File: src/rtl/parity_unit.sv
// TX/RX UART parity engine: registered TX parity on frame capture, serial RX parity check.
// Optional PARITY_ERR_CNT_EN adds a saturating 8-bit parity-error counter output err_cnt.
//
// RX FSM
//   state    | meaning
//   ST_IDLE  | waiting for rx_start
//   ST_ACCUM | accumulating DATA_WIDTH data bits
//   ST_CHECK | waiting for the received parity bit
module parity_unit #(
  parameter int DATA_WIDTH = 8,
  parameter int CNT_WIDTH  = $clog2(DATA_WIDTH + 1)
) (
  input  logic                  CLK,
  input  logic                  RST,
  input  logic                  PAR_EN,
  input  logic [1:0]            PAR_TYP,
  input  logic                  Data_Valid,
  input  logic                  busy,
  input  logic                  excep,
  input  logic [DATA_WIDTH-1:0] P_DATA,
  output logic                  par_bit,
  output logic                  par_rdy,
  input  logic                  rx_start,
  input  logic                  rx_bit_vld,
  input  logic                  rx_bit,
  output logic                  par_err,
  output logic                  chk_done
`ifdef PARITY_ERR_CNT_EN
  ,
  output logic [7:0]            err_cnt
`endif
);

  typedef enum logic [1:0] {
    ST_IDLE  = 2'd0,
    ST_ACCUM = 2'd1,
    ST_CHECK = 2'd2
  } state_t;

  localparam logic [CNT_WIDTH-1:0] LP_LAST = CNT_WIDTH'(DATA_WIDTH - 1);

  // x is the XOR-reduction of the data bits
  function automatic logic f_par(input logic en, input logic [1:0] typ, input logic x);
    logic r;
    r = 1'b0;
    if (en) begin
      unique case (typ)
        2'b00:   r = x;
        2'b01:   r = ~x;
        2'b10:   r = 1'b1;
        default: r = 1'b0;
      endcase
    end
    return r;
  endfunction

  // ---------------- TX path ----------------
  logic w_capture;
  logic r_par_bit;
  logic r_par_rdy;

  assign w_capture = Data_Valid && (!busy || excep);

  always_ff @(posedge CLK) begin
    if (RST) begin
      r_par_bit <= 1'b0;
      r_par_rdy <= 1'b0;
    end else begin
      r_par_rdy <= w_capture;
      if (w_capture) begin
        r_par_bit <= f_par(PAR_EN, PAR_TYP, ^P_DATA);
      end
    end
  end

  assign par_bit = r_par_bit;
  assign par_rdy = r_par_rdy;

  // ---------------- RX path ----------------
  state_t                r_state;
  state_t                w_state_nxt;
  logic [CNT_WIDTH-1:0]  r_cnt;
  logic [CNT_WIDTH-1:0]  w_cnt_nxt;
  logic                  r_acc;
  logic                  w_acc_nxt;
  logic                  r_par_err;
  logic                  w_err_nxt;
  logic                  r_chk_done;
  logic                  w_done_nxt;
  logic                  r_cfg_en;
  logic                  w_cfg_en_nxt;
  logic [1:0]            r_cfg_typ;
  logic [1:0]            w_cfg_typ_nxt;

  always_ff @(posedge CLK) begin
    if (RST) begin
      r_state    <= ST_IDLE;
      r_cnt      <= '0;
      r_acc      <= 1'b0;
      r_par_err  <= 1'b0;
      r_chk_done <= 1'b0;
      r_cfg_en   <= 1'b0;
      r_cfg_typ  <= 2'b00;
    end else begin
      r_state    <= w_state_nxt;
      r_cnt      <= w_cnt_nxt;
      r_acc      <= w_acc_nxt;
      r_par_err  <= w_err_nxt;
      r_chk_done <= w_done_nxt;
      r_cfg_en   <= w_cfg_en_nxt;
      r_cfg_typ  <= w_cfg_typ_nxt;
    end
  end

  always_comb begin
    w_state_nxt   = r_state;
    w_cnt_nxt     = r_cnt;
    w_acc_nxt     = r_acc;
    w_err_nxt     = r_par_err;
    w_done_nxt    = 1'b0;
    w_cfg_en_nxt  = r_cfg_en;
    w_cfg_typ_nxt = r_cfg_typ;

    // rx_start restarts from any state and swallows a coincident data bit
    if (rx_start) begin
      w_state_nxt   = ST_ACCUM;
      w_cnt_nxt     = '0;
      w_acc_nxt     = 1'b0;
      w_err_nxt     = 1'b0;
      w_cfg_en_nxt  = PAR_EN;
      w_cfg_typ_nxt = PAR_TYP;
    end else begin
      unique case (r_state)
        ST_ACCUM: begin
          if (rx_bit_vld) begin
            w_acc_nxt = r_acc ^ rx_bit;
            w_cnt_nxt = r_cnt + 1'b1;
            if (r_cnt == LP_LAST) begin
              if (r_cfg_en) begin
                w_state_nxt = ST_CHECK;
              end else begin
                w_state_nxt = ST_IDLE;
                w_done_nxt  = 1'b1;
                w_err_nxt   = 1'b0;
              end
            end
          end
        end
        ST_CHECK: begin
          if (rx_bit_vld) begin
            w_err_nxt   = (rx_bit != f_par(1'b1, r_cfg_typ, r_acc));
            w_done_nxt  = 1'b1;
            w_state_nxt = ST_IDLE;
          end
        end
        default: w_state_nxt = ST_IDLE;
      endcase
    end
  end

  assign par_err  = r_par_err;
  assign chk_done = r_chk_done;

`ifdef PARITY_ERR_CNT_EN
  logic [7:0] r_err_cnt;

  always_ff @(posedge CLK) begin
    if (RST) begin
      r_err_cnt <= 8'h00;
    end else if (r_chk_done && r_par_err && (r_err_cnt != 8'hFF)) begin
      r_err_cnt <= r_err_cnt + 8'h01;
    end
  end

  assign err_cnt = r_err_cnt;
`endif

endmodule

File: config.mk
export PLATFORM = sky130hd
export DESIGN_NAME = parity_unit
export DESIGN_NICKNAME = d
export VERILOG_FILES = /design/src/rtl/parity_unit.sv
export SDC_FILE = /design/constraint.sdc
export NUM_CORES = 1
export LEC_CHECK = 0
export BUFFER_PORTS_ARGS = -buffer_cell sky130_fd_sc_hd__buf_2
export CAP_MARGIN = 20
export CORE_MARGIN = 3
export CORE_UTILIZATION = 47
export DETAILED_ROUTE_END_ITERATION = 7
export GPL_TIMING_DRIVEN = 1
export PLACE_DENSITY = 0.75
export REMOVE_ABC_BUFFERS = 1
export SLEW_MARGIN = 20
export SYNTH_ARGS = -nofsm -noshare
export SYNTH_HDL_FRONTEND = slang
export SYNTH_SLANG_ARGS = --single-unit
File: constraint.sdc
create_clock -name CLK -period 1.6 [get_ports CLK]
set_input_delay 0.08 -clock CLK [delete_from_list [all_inputs] [get_ports CLK]]
set_output_delay 0.08 -clock CLK [all_outputs]
set_load 0.05 [all_outputs]
== Yosys cells after proc, flatten, opt, wreduce, memory -nomap -nowiden ==
Index checks and enable logic that the tools add are counted.

* Register bits: 14
* Input bits: 19
* Word-level logic and storage cells: 63

* Add/sub/neg operators: 1
* Equality and inequality tests: 15
* Multiplexer cells: 22
* Bitwise operators: 3
* Reductions and logical operators: 12

{| class="wikitable"
|+ Operators with widths
! kind !! count
|-
| 2-to-1 mux 1 bit || 13
|-
| != test 3 bit (second input constant) || 3
|-
| 2-to-1 mux 2 bit || 4
|-
| != test 2 bit (second input constant) || 4
|-
| parity 8 bit || 1
|-
| == test 2 x 1 -> 1 bit (second input constant) || 3
|-
| == test 2 bit (second input constant) || 3
|-
| case mux 1 bit (3 select lines) || 2
|-
| AND reduction 3 bit || 2
|-
| AND reduction 5 bit || 1
|-
| adder 4 x 1 -> 4 bit (second input constant) || 1
|-
| == test 4 x 3 -> 1 bit (second input constant) || 1
|-
| logical NOT 2 bit || 2
|-
| case mux 1 bit (2 select lines) || 2
|-
| case mux 2 bit (2 select lines) || 1
|-
| NOT 1 bit || 2
|-
| AND reduction 2 bit || 1
|-
| nonzero test 2 bit || 1
|-
| OR reduction 2 bit || 1
|-
| logical AND 1 bit || 1
|-
| logical NOT 1 bit || 1
|-
| logical OR 1 bit || 1
|-
| != test 1 bit || 1
|-
| bitwise XOR 1 bit || 1
|}

== Logic depth before layout (Yosys ltp) ==
Gate-level depths: netlist of the first run.

* Depth in word-level cells: 8
* Gate-level depth with buffers: 7

== Worst setup path before layout of the first run ==
Ideal clock, no wire load.

* Kind: register to register
* From: register r_state[0]
* To: register r_state[1]
* Arrival time: 1278 ps
* Required time: 1535 ps
* Setup slack: 257 ps
* Stages on the path, launching flop included: 7
* Buffers on the path: 0
* Clock period less this slack: 1343 ps
* Path through: dfxtp_1 > inv_1 > ha_1 > nor2b_1 > o32ai_1 > mux2_2 > nor2_1

* Word-level cells in the longest chain between the ends: 3
* Elaborated cells between the ends (all ways): 7
* Those cells by class: eq/ne: 5; mux: 1; reduce/logical: 1

{| class="wikitable"
|+ Ends and longest elaborated chain
! item !! RTL line !! RTL
|-
| from (decl) || 80 || <nowiki>state_t r_state;</nowiki>
|-
| from (signal assigned) || 105 || <nowiki>r_state <= w_state_nxt;</nowiki>
|-
| == test 2 x 1 -> 1 bit or == test 2 bit (tied branches) || 133 || <nowiki>unique case (r_state)</nowiki>
|-
| != test 2 bit (no line) || n/a ||
|-
| AND reduction 3 bit (no line) || n/a ||
|}

Parallel ways exist; a longest one is shown, timed or not.
A chain may end at the register's enable or synchronous reset.

== Worst setup path after layout of the first run ==
Ends and elaborated chain as after synthesis.

==> out/qor.txt, run 1 <==
Status = finished clean
Pwr dens = 855 nW/um^2
Die area = 1980 sq um
Final setup fails = 0
Dominant cells by area after synthesis = dfxtp_1 (40%), xnor2_1 (8.8%), xor2_1 (6.3%)
Async SR Flop Fraction = 0
Post-DP HPWL = 1090 um
Largest fanout on the critical path = 4
Share of cells above drive strength 1 = 0.264
Met2 Track Usage GR = 0.289
Hold path start = RST
Ys Warns = 0
DR WL/cell = 11.1 um
Num CTS Buffers = 3
Die Ht = 44.5 um
Via count = 630
Gate Count Post-Synth = 80
Clk slew on worst S/H paths = 0.09 ns
Period utilization = 0.917
Starting Density = 0.515
Worst-Margin Slew = 0.290 ns
Ant. Diodes = 0
Leakage = 0.000393 uW
Placer Congestion = 0.820
Core area = 1350 sq um
Global Route Usage Sum = 0.175
TritonCTS clock tree = built
RSZ-0062 raised after global routing = no
Met3 global-route usage = 0.0569
Skew-Pair Late Insertion Delay = 0.27 ns
Via density = 5.21
Synth cell count leaders = dfxtp_1 (14), nor2_1 (9), xnor2_1 (7), inv_1 (6), nand2_1 (6)
HP Class = in2reg
CP Capture Type = flip-flop
Grt ovf = 0
R2R Path Start = r_state[0]
Initial antenna violation count = 0
DRT iter0 DRCs = 2
First-pass GRT wire length = 2570 um
Root Driver = clkbuf_4
# rows = 13
Pre-CTS setup slack = 0.162 ns
Largest net degree at the start of global routing = 9
Clk_skew = 0.00307 ns
Clk sinks = 14
Worst Setup SP = r_state[0]
Ports = 23
Slew HR = 0.806
# fillers = 123
Die X = 44.5 um
Tmin final = 1.47 ns
Post-synthesis sequential area ratio = 0.403
DRC = 0
Count leader, synth = dfxtp_1
Max Cap Violations = 0
Area growth syn-to-layout = 24.1%
Worst setup path class = reg2reg
Final hold violation count = 0
Post-route antenna net violation count = 0
Setup TNS Final = 0 ns
Final worst slack = 0.133 ns
Resize count post-CTS = 0
Arrival time worst endpoint = 1.68 ns
# hold bufs at CTS = 0
Worst EP required = 1.81 ns
CP Launch Type = flip-flop
Met1 usage = 0.199
H-tree depth = 1
Post-CTS Setup Bufs = 0
Most used routing layer = met2
CTS max path bufs = 2
EDFF count, synth = 0
IO buf count = 22
Final #Nets = 129
Final WL = 1350 um
Maximum VDD drop = 0.555 mV
Post-synthesis instance area = 696 sq um
Fmax = 681 MHz
Largest area contributor in the netlist = dfxtp_1
Syn avg cell area = 8.70 sq um
Max-slew violation count = 0
1st-pass router iterations = 4
Top-area cell type share of the netlist area = 0.403
Synth Register Bits = 14
Vias in the first global route = 662
Top FF cell, synth = dfxtp_1
Unique masters post-synth = 23
-- worst paths after layout --
check             slack, ns    endpoint  depth (start not counted)
hold / removal         0.03  r_state[0]                          2
setup reg to reg       0.13  r_state[1]                          6
setup / recovery       0.13  r_state[1]                          6
hold reg to reg        0.48    r_cnt[1]                          2
-- registers in the layout (all words and copies together), names as in the netlist --
name and flops:
chk_done 1, par_bit 1, par_rdy 1, r_cnt 4, r_state 2, par_err 1
r_cfg_typ 2, r_acc 1, r_cfg_en 1
-- stage by stage --
step           utilization  total power, uW  instances  hold WS, ns  area [sq um]
3_3_place_gp         0.613              494        117        0.322           827
5_1_grt              0.639              773        121       0.0429           863
6_report             0.639              738        121       0.0295           863
4_1_cts              0.639              743        121       0.0335           863
2_1_floorplan            -              450         79        0.149           691
3_5_place_dp         0.613              497        117        0.329           827
-- layout make-up --
class,count,area [sq um],area share
inverter,6,22.5,0.0261
clock buffer,4,36.3,0.0420
tap,15,18.8,0.0217
timing repair buffer,23,118,0.136
multi-input combinational,59,388,0.449
sequential,14,280,0.325
-- placed cells by master (no fill, tap or decap), types with 3 or more instances in the layout --
cell,instances
o21ai_0,3
a21oi_1,5
ha_1,3
xor2_1,5
inv_1,6
buf_2,22
or3_1,3
xnor2_1,7
dfxtp_1,14
nand2_1,6
nand3_1,5
mux2i_1,3
nor2_1,9
clkbuf_4,3
-- worst max-delay path, cell delays in order (launching register included) --
cell	delay (ns)
dfxtp_1	0.36
inv_1	0.05
ha_1	0.23
nor2b_1	0.14
o32ai_1	0.15
mux2_2	0.38
nor2_1	0.09
-- power by group --
| part | switching, uW | internal [uW] |
|---|---|---|
| sequential | 6.66 | 359 |
| clock | 113 | 138 |
| combinational | 63.9 | 58.4 |
| total | 183 | 555 |
-- metal layers --
metal  up-vias  part of all wire
met5         -                 0
li1        323                 -
met3         2             0.080
met4         0            0.0089
met2        21              0.47
met1       284              0.44
-- cells by family (layout without fill, tap and decap cells) --
family	after synthesis	in the layout	share of synthesized area
AO/OA/AOI/OAI	12	12	0.106
XOR/XNOR	12	12	0.151
adder cells (fa/ha/maj)	3	3	0.0540
buffers and inverters	7	33	0.0396
flip-flops	14	14	0.403
multiplexers	4	4	0.0594
AND/OR/NAND/NOR	28	28	0.187
Note: power is estimated with default switching activity, not from simulation.
==> run 2, diff against run 1 <==
Settings changed: CELL_PAD_IN_SITES_DETAIL_PLACEMENT from default to 0, CELL_PAD_IN_SITES_GLOBAL_PLACEMENT from default to 1, CORE_ASPECT_RATIO from default to 1.4, CORE_UTILIZATION 47 to 34, PLACE_DENSITY 0.75 to default, PLACE_DENSITY_LB_ADDON from default to 0.1.
==> run 2 against run 1 <==
Effect of this change:
- clock power about the same
- via count rose by 0.32%
- routed wire length increased by 3.1%
- critical endpoint unchanged
- largest power group unchanged
==> out/qor.txt, run 2 (same netlist as run 1, synthesis figures left out) <==
Status = finished clean
Area growth syn-to-layout = 26.1%
Clk sinks = 14 (unchanged)
Grt ovf = 0 (unchanged)
Worst EP required = 1.82 ns (about the same)
Ant. Diodes = 0 (unchanged)
Vias in the first global route = 637 (-3.8%)
DR WL/cell = 11.0 um (-1.8%)
Largest net degree at the start of global routing = 9 (unchanged)
# fillers = 207 (+68%)
Most common cell after layout, fill and taps aside = buf_2
Reg with most FFs = r_cnt
Root Driver = clkbuf_4
Delay-heaviest family, CP = flip-flops
HP Class = in2reg
# rows = 18 (+5)
H-tree depth = 1 (unchanged)
Worst setup path class = reg2reg
Clk pwr share = 0.342 (+0.002)
Placer Congestion = 0.746 (-9.1%)
Post-route antenna net violation count = 0 (unchanged)
Core area = 1850 sq um (+37%)
Tmin final = 1.45 ns (-0.0192 ns)
Slowest library cell on the worst path = dfxtp_1
Skew-Pair Late Insertion Delay = 0.28 ns (about the same)
Maximum VDD drop = 0.344 mV (-38%)
Post-CTS Setup Bufs = 0 (unchanged)
Final #Nets = 130 (+0.78%)
Combinational power share = 0.168 (+0.002)
Num CTS Buffers = 3 (unchanged)
Largest register FFs = 4 (unchanged)
# hold bufs at CTS = 0 (unchanged)
1st-pass router iterations = 4 (unchanged)
TritonCTS clock tree = built
Max Cap Violations = 0 (unchanged)
Worst hold slack = 0.0382 ns (+0.00873 ns)
Int Pwr = 557 uW (+0.26%)
Largest fanout on the critical path = 4 (unchanged)
Starting Density = 0.377 (-0.139)
CP bufs+invs = 1 (unchanged)
Reg2Reg Setup Slack = 0.15 ns (+0.02 ns)
Slew HR = 0.806 (about the same)
Leakage = 0.000397 uW (+1.1%)
RSZ-0062 raised after global routing = no
R2R Path Start = r_state[0]
Cell depth of the worst flop-to-flop path = 6 (unchanged)
Final hold violation count = 0 (unchanged)
IO buf count = 22 (unchanged)
Die Ht = 59.5 um (+34%)
First-pass GRT wire length = 2400 um (-6.7%)
Max-slew violation count = 0 (unchanged)
Period utilization = 0.905 (-0.0120)
Initial antenna violation count = 0 (unchanged)
Clk_skew = 0.00483 ns (+0.00177 ns)
Final setup fails = 0 (unchanged)
Hold path depth = 2 (unchanged)
Worst path cell trace = inv_1 -> ha_1 -> nor2b_1 -> o32ai_1 -> mux2_2 -> nor2_1
Via density = 4.98 (-4.4%)
Post-DP HPWL = 1120 um (+2.1%)
Clk slew on worst S/H paths = 0.09 ns (about the same)
Hold path start = RST
Largest registers = r_cnt (4), r_cfg_typ (2), r_state (2)
Hold endpoint = r_cfg_typ[1]
DRC = 0 (unchanged)
Reg2reg end = r_state[1]
Ports = 23 (unchanged)
Most frequent cells in the layout = buf_2 (22), dfxtp_1 (14), nor2_1 (9), xnor2_1 (7)
Pwr dens = 848 nW/um^2 (-0.78%)
CTS max path bufs = 2 (unchanged)
Fmax = 691 MHz (+1.3%)
Share of cells above drive strength 1 = 0.271 (+0.00688)
DRT iter0 DRCs = 13 (+11)
Setup TNS Final = 0 ns (unchanged)
Sw frac = 0.252 (+0.00406)
Global Route Usage Sum = 0.122 (-0.0533)
Resize count post-CTS = 0 (unchanged)
CP Capture Type = flip-flop
Worst-Margin Slew = 0.290 ns (+0.000526 ns)
Psw = 188 uW (+2.5%)
CP Launch Type = flip-flop
Sequential Power Share = 0.491 (-0.004)
Die X = 44.2 um (-0.54%)
Max stage delay on crit path = 0.37 ns (about the same)
Die area = 2630 sq um (+33%)
Final WL = 1390 um (+3.1%)
Via count = 632 (+0.32%)
Arrival time worst endpoint = 1.67 ns (about the same)
==> run 2: cell count changes in the layout (fill, tap and decap cells not counted), sizes merged <==
cell	delta
buf	+1
==> run 2: worst register-to-register path, delay by kind of cell, from the launching register on <==
family | cells | cell delay [ns]
fa+ha+maj | 1 | 0.23
simple gates | 2 | 0.22
buf+inv | 1 | 0.06
flops | 1 | 0.37
mux | 1 | 0.37
compound gates | 1 | 0.15
==> run 2: power by group through the flow <==
stage	Clock (uW)	Combinational (uW)	Sequential [uW]
after global placement	0	125	373
after detailed placement	0	126	373
final	254	125	365
after floorplan	0	67.8	382
after CTS	264	127	365
after global routing	280	138	367
==> run 2: worst max path at each step <==
stage                           from          to  slack, ns  cells past startpoint
after global placement    r_state[0]  r_state[1]       0.16                      6
after global routing        r_cnt[0]     par_err       0.03                      6
after detailed placement  r_state[0]  r_state[1]       0.16                      6
final                     r_state[0]  r_state[1]       0.15                      6
after CTS                 r_state[0]  r_state[1]       0.14                      6
after floorplan           r_state[0]  r_state[1]       0.26                      6
==> run 2: area by class of cell <==
cell class	instances	area [sq um]	area share
inverter	6	22.5	0.0257
multi-input combinational	59	388	0.442
timing repair buffer	24	125	0.143
sequential	14	280	0.320
tap	20	25.0	0.0285
clock buffer	4	36.3	0.0414
==> run 2: per-stage QoR <==
stage	setup WS, ns	power (uW)	cell area [sq um]	std cells	utilization
final	0.152	744	877	127	0.475
after global routing	0.0275	785	877	127	0.475
after CTS	0.137	756	877	127	0.475
after detailed placement	0.161	499	841	123	0.455
after global placement	0.163	498	841	123	0.455
after floorplan	0.257	450	691	79	-
==> run 2: per-layer routing <==
| metal | global-route usage | up-vias | part of all wire |
|---|---|---|---|
| met1 | 0.129 | 287 | 0.42 |
| met5 | 0 | - | 0 |
| met2 | 0.213 | 17 | 0.51 |
| met4 | 0.0905 | 0 | 0.012 |
| met3 | 0.0182 | 2 | 0.055 |
| li1 | - | 326 | - |
==> run 3, diff against run 2 <==
Settings changed: ABC_AREA from default to 1, CORE_UTILIZATION 34 to 33.
==> run 3 against run 2 <==
Effect of this change:
- sequential cell count unchanged
- final area grew 10%
- core utilization is 4.6 points lower
- first-iteration DRC count increased by 15%
- combinational power rose by 17%
- critical path depth up 2
- critical endpoint is now par_err
==> out/qor.txt, run 3 <==
Status = finished clean
1st-pass router iterations = 4 (unchanged)
Mux cell area share after synthesis = 0 (-0.0594)
CP bufs+invs = 0 (-1)
Resize count post-CTS = 0 (unchanged)
Num CTS Buffers = 3 (unchanged)
Max stage delay on crit path = 0.37 ns (about the same)
Top-area cell type share of the netlist area = 0.346 (-0.0567)
Final Non-Filler Cells = 176 (+39%)
Arrival time worst endpoint = 1.53 ns (-0.14 ns)
Area share of and/or/nand/nor cells after synthesis = 0.342 (+0.155)
TritonCTS clock tree = built
Async SR Flop Fraction = 0 (unchanged)
Synth cell count leaders = nand2_1 (46), inv_1 (23), dfxtp_1 (14), nor2_1 (11), a21oi_1 (9)
Post-synthesis instance area = 810 sq um (+16%)
Largest registers = r_cnt (4), r_cfg_typ (2), r_state (2)
DRC = 0 (unchanged)
H-tree depth = 1 (unchanged)
Final setup fails = 0 (unchanged)
CTS max path bufs = 2 (unchanged)
Global Route Usage Sum = 0.130 (+0.00746)
Skew-Pair Late Insertion Delay = 0.27 ns (about the same)
Xor-xnor portion of the synthesized cell area = 0.0108 (-0.140)
Slew HR = 0.802 (-0.00357)
Starting Density = 0.359 (-0.0172)
DRT iter0 DRCs = 15 (+2)
Max Cap Violations = 0 (unchanged)
CP Capture Type = flip-flop
Die area = 3090 sq um (+17%)
Pre-CTS setup slack = 0.267 ns (+0.105 ns)
Core Util, Final = 0.429 (-0.0460)
Worst path cell trace = ha_1 -> nand4_1 -> nand2_1 -> o21ai_2 -> a21oi_2 -> o21ai_1 -> a21oi_1 -> nor2_1
Placed cell count = 173 (+41%)
Dominant cells by area after synthesis = dfxtp_1 (35%), nand2_1 (21%), inv_1 (11%)
Share of cells above drive strength 1 = 0.188 (-0.0827)
Clk_skew = 0.00958 ns (+0.00475 ns)
Synth Register Bits = 14 (unchanged)
IO buf count = 22 (unchanged)
Most common cell after layout, fill and taps aside = nand2_1
Syn avg cell area = 6.23 sq um (-28%)
Largest net degree at the start of global routing = 9 (unchanged)
# hold bufs at CTS = 0 (unchanged)
Top FF cell, synth = dfxtp_1
Core area = 2250 sq um (+22%)
First-pass GRT wire length = 2870 um (+20%)
Fmax = 738 MHz (+6.9%)
Die X = 47.9 um (+8.2%)
DR WL/cell = 9.24 um (-16%)
Leakage = 0.000504 uW (+27%)
Final WL = 1630 um (+17%)
Maximum VDD drop = 0.227 mV (-34%)
Delay-heaviest family, CP = compound AO/OA/AOI/OAI gates
Max-slew violation count = 0 (unchanged)
Ports = 23 (unchanged)
Clk sinks = 14 (unchanged)
Via count = 845 (+34%)
Ant. Diodes = 0 (unchanged)
Compound-cell area share of the yosys netlist = 0.139 (+0.0330)
Initial antenna violation count = 0 (unchanged)
Clk slew on worst S/H paths = 0.08 ns (about the same)
Post-DP HPWL = 1400 um (+25%)
Final #Nets = 178 (+37%)
Root Driver = clkbuf_4
Unique masters post-synth = 20 (-13%)
EDFF count, synth = 0 (unchanged)
Area growth syn-to-layout = 19.3%
Final worst slack = 0.245 ns (+0.0929 ns)
Largest fanout on the critical path = 3 (-1)
Setup TNS Final = 0 ns (unchanged)
Gate Count Post-Synth = 130 (+63%)
CP Launch Type = flip-flop
Worst EP required = 1.78 ns (-0.04 ns)
HP Class = in2reg
Tmin final = 1.36 ns (-0.0929 ns)
Post-CTS Setup Bufs = 0 (unchanged)
Post-route antenna net violation count = 0 (unchanged)
Via density = 4.80 (-3.5%)
Final hold violation count = 0 (unchanged)
Reg with most FFs = r_cnt
Grt ovf = 0 (unchanged)
Worst setup path class = reg2reg
Period utilization = 0.847 (-0.0581)
RSZ-0062 raised after global routing = no
Largest register FFs = 4 (unchanged)
Largest family of logic cells by synthesized area = simple AND/OR/NAND/NOR gates
Vias in the first global route = 738 (+16%)
Post-synthesis sequential area ratio = 0.346 (-0.0567)
Die Ht = 64.6 um (+8.5%)
Slowest library cell on the worst path = dfxtp_1
Ys Warns = 0 (unchanged)
Most frequent cells in the layout = nand2_1 (46), inv_1 (23), buf_2 (22), dfxtp_1 (14), nor2_1 (11)
Placer Congestion = 0.766 (+2.7%)
Count leader, synth = nand2_1
Synth Area in Adders = 0.0464 (-0.00759)
Pwr dens = 730 nW/um^2 (-14%)
Largest area contributor in the netlist = dfxtp_1
# fillers = 248 (+20%)
Worst-Margin Slew = 0.293 ns (+0.00315 ns)
# rows = 20 (+2)
## run 3: cell count changes after synthesis, moves of 2 or more
cell and delta:
nor2_1 +2, xor2_1 -5, mux2i_1 -3, a21oi_1 +4, or3_1 -3, a211oi_1 +4
xnor2_1 -6, nand4_1 +2, inv_1 +17, nand2_1 +40
## run 3: worst reg2reg max path: stages (launching register included)
cell and delay [ns]:
dfxtp_1 0.37, ha_1 0.17, nand4_1 0.13, nand2_1 0.10, o21ai_2 0.08, a21oi_2 0.13, o21ai_1 0.10, a21oi_1 0.13
nor2_1 0.05
## run 3: report_power, final
part | switching, uW | total (uW) | internal, uW
clock network | 102 | 189 | 87.1
registers | 8.11 | 369 | 361
logic | 90.2 | 146 | 56.1
total | 201 | 705 | 505
## run 3: cell families after synthesis
logic type,Yosys count
AO/OA/AOI/OAI,19
XOR/XNOR,1
adder cells (fa/ha/maj),3
buffers and inverters,25
flip-flops,14
AND/OR/NAND/NOR,68
## run 3: final timing paths
check | depth (start not counted) | end | from | slack (ns)
max | 8 | par_err | r_cnt[1] | 0.24
min | 2 | par_bit | RST | 0.07
max reg2reg | 8 | par_err | r_cnt[1] | 0.24
min reg2reg | 2 | r_cfg_typ[1] | r_cfg_typ[1] | 0.48
## run 3: cell type report
cell class / count / area [sq um] / area share
clock buffer: 3 / 22.5 / 0.0233
inverter: 24 / 90.1 / 0.0933
multi-input combinational: 91 / 435 / 0.451
sequential: 14 / 280 / 0.290
tap: 22 / 27.5 / 0.0285
timing repair buffer: 22 / 110 / 0.114
## run 3: per-stage QoR
| step | area, sq um | hold WS, ns | power [uW] |
|---|---|---|---|
| final | 966 | 0.0675 | 705 |
| after global routing | 966 | 0.0485 | 765 |
| after CTS | 966 | 0.0630 | 719 |
| after detailed placement | 943 | 0.356 | 526 |
| after global placement | 943 | 0.357 | 521 |
| after floorplan | 806 | 0.149 | 472 |
## run 3: metal layers
layer	part of all wire	wire (um)	up-vias	GRT usage
met4	0.018	29	0	0.0909
met2	0.55	887	17	0.212
met1	0.41	662	367	0.133
li1	-	-	459	-
met3	0.029	47	2	0.0333
met5	0	0	-	0
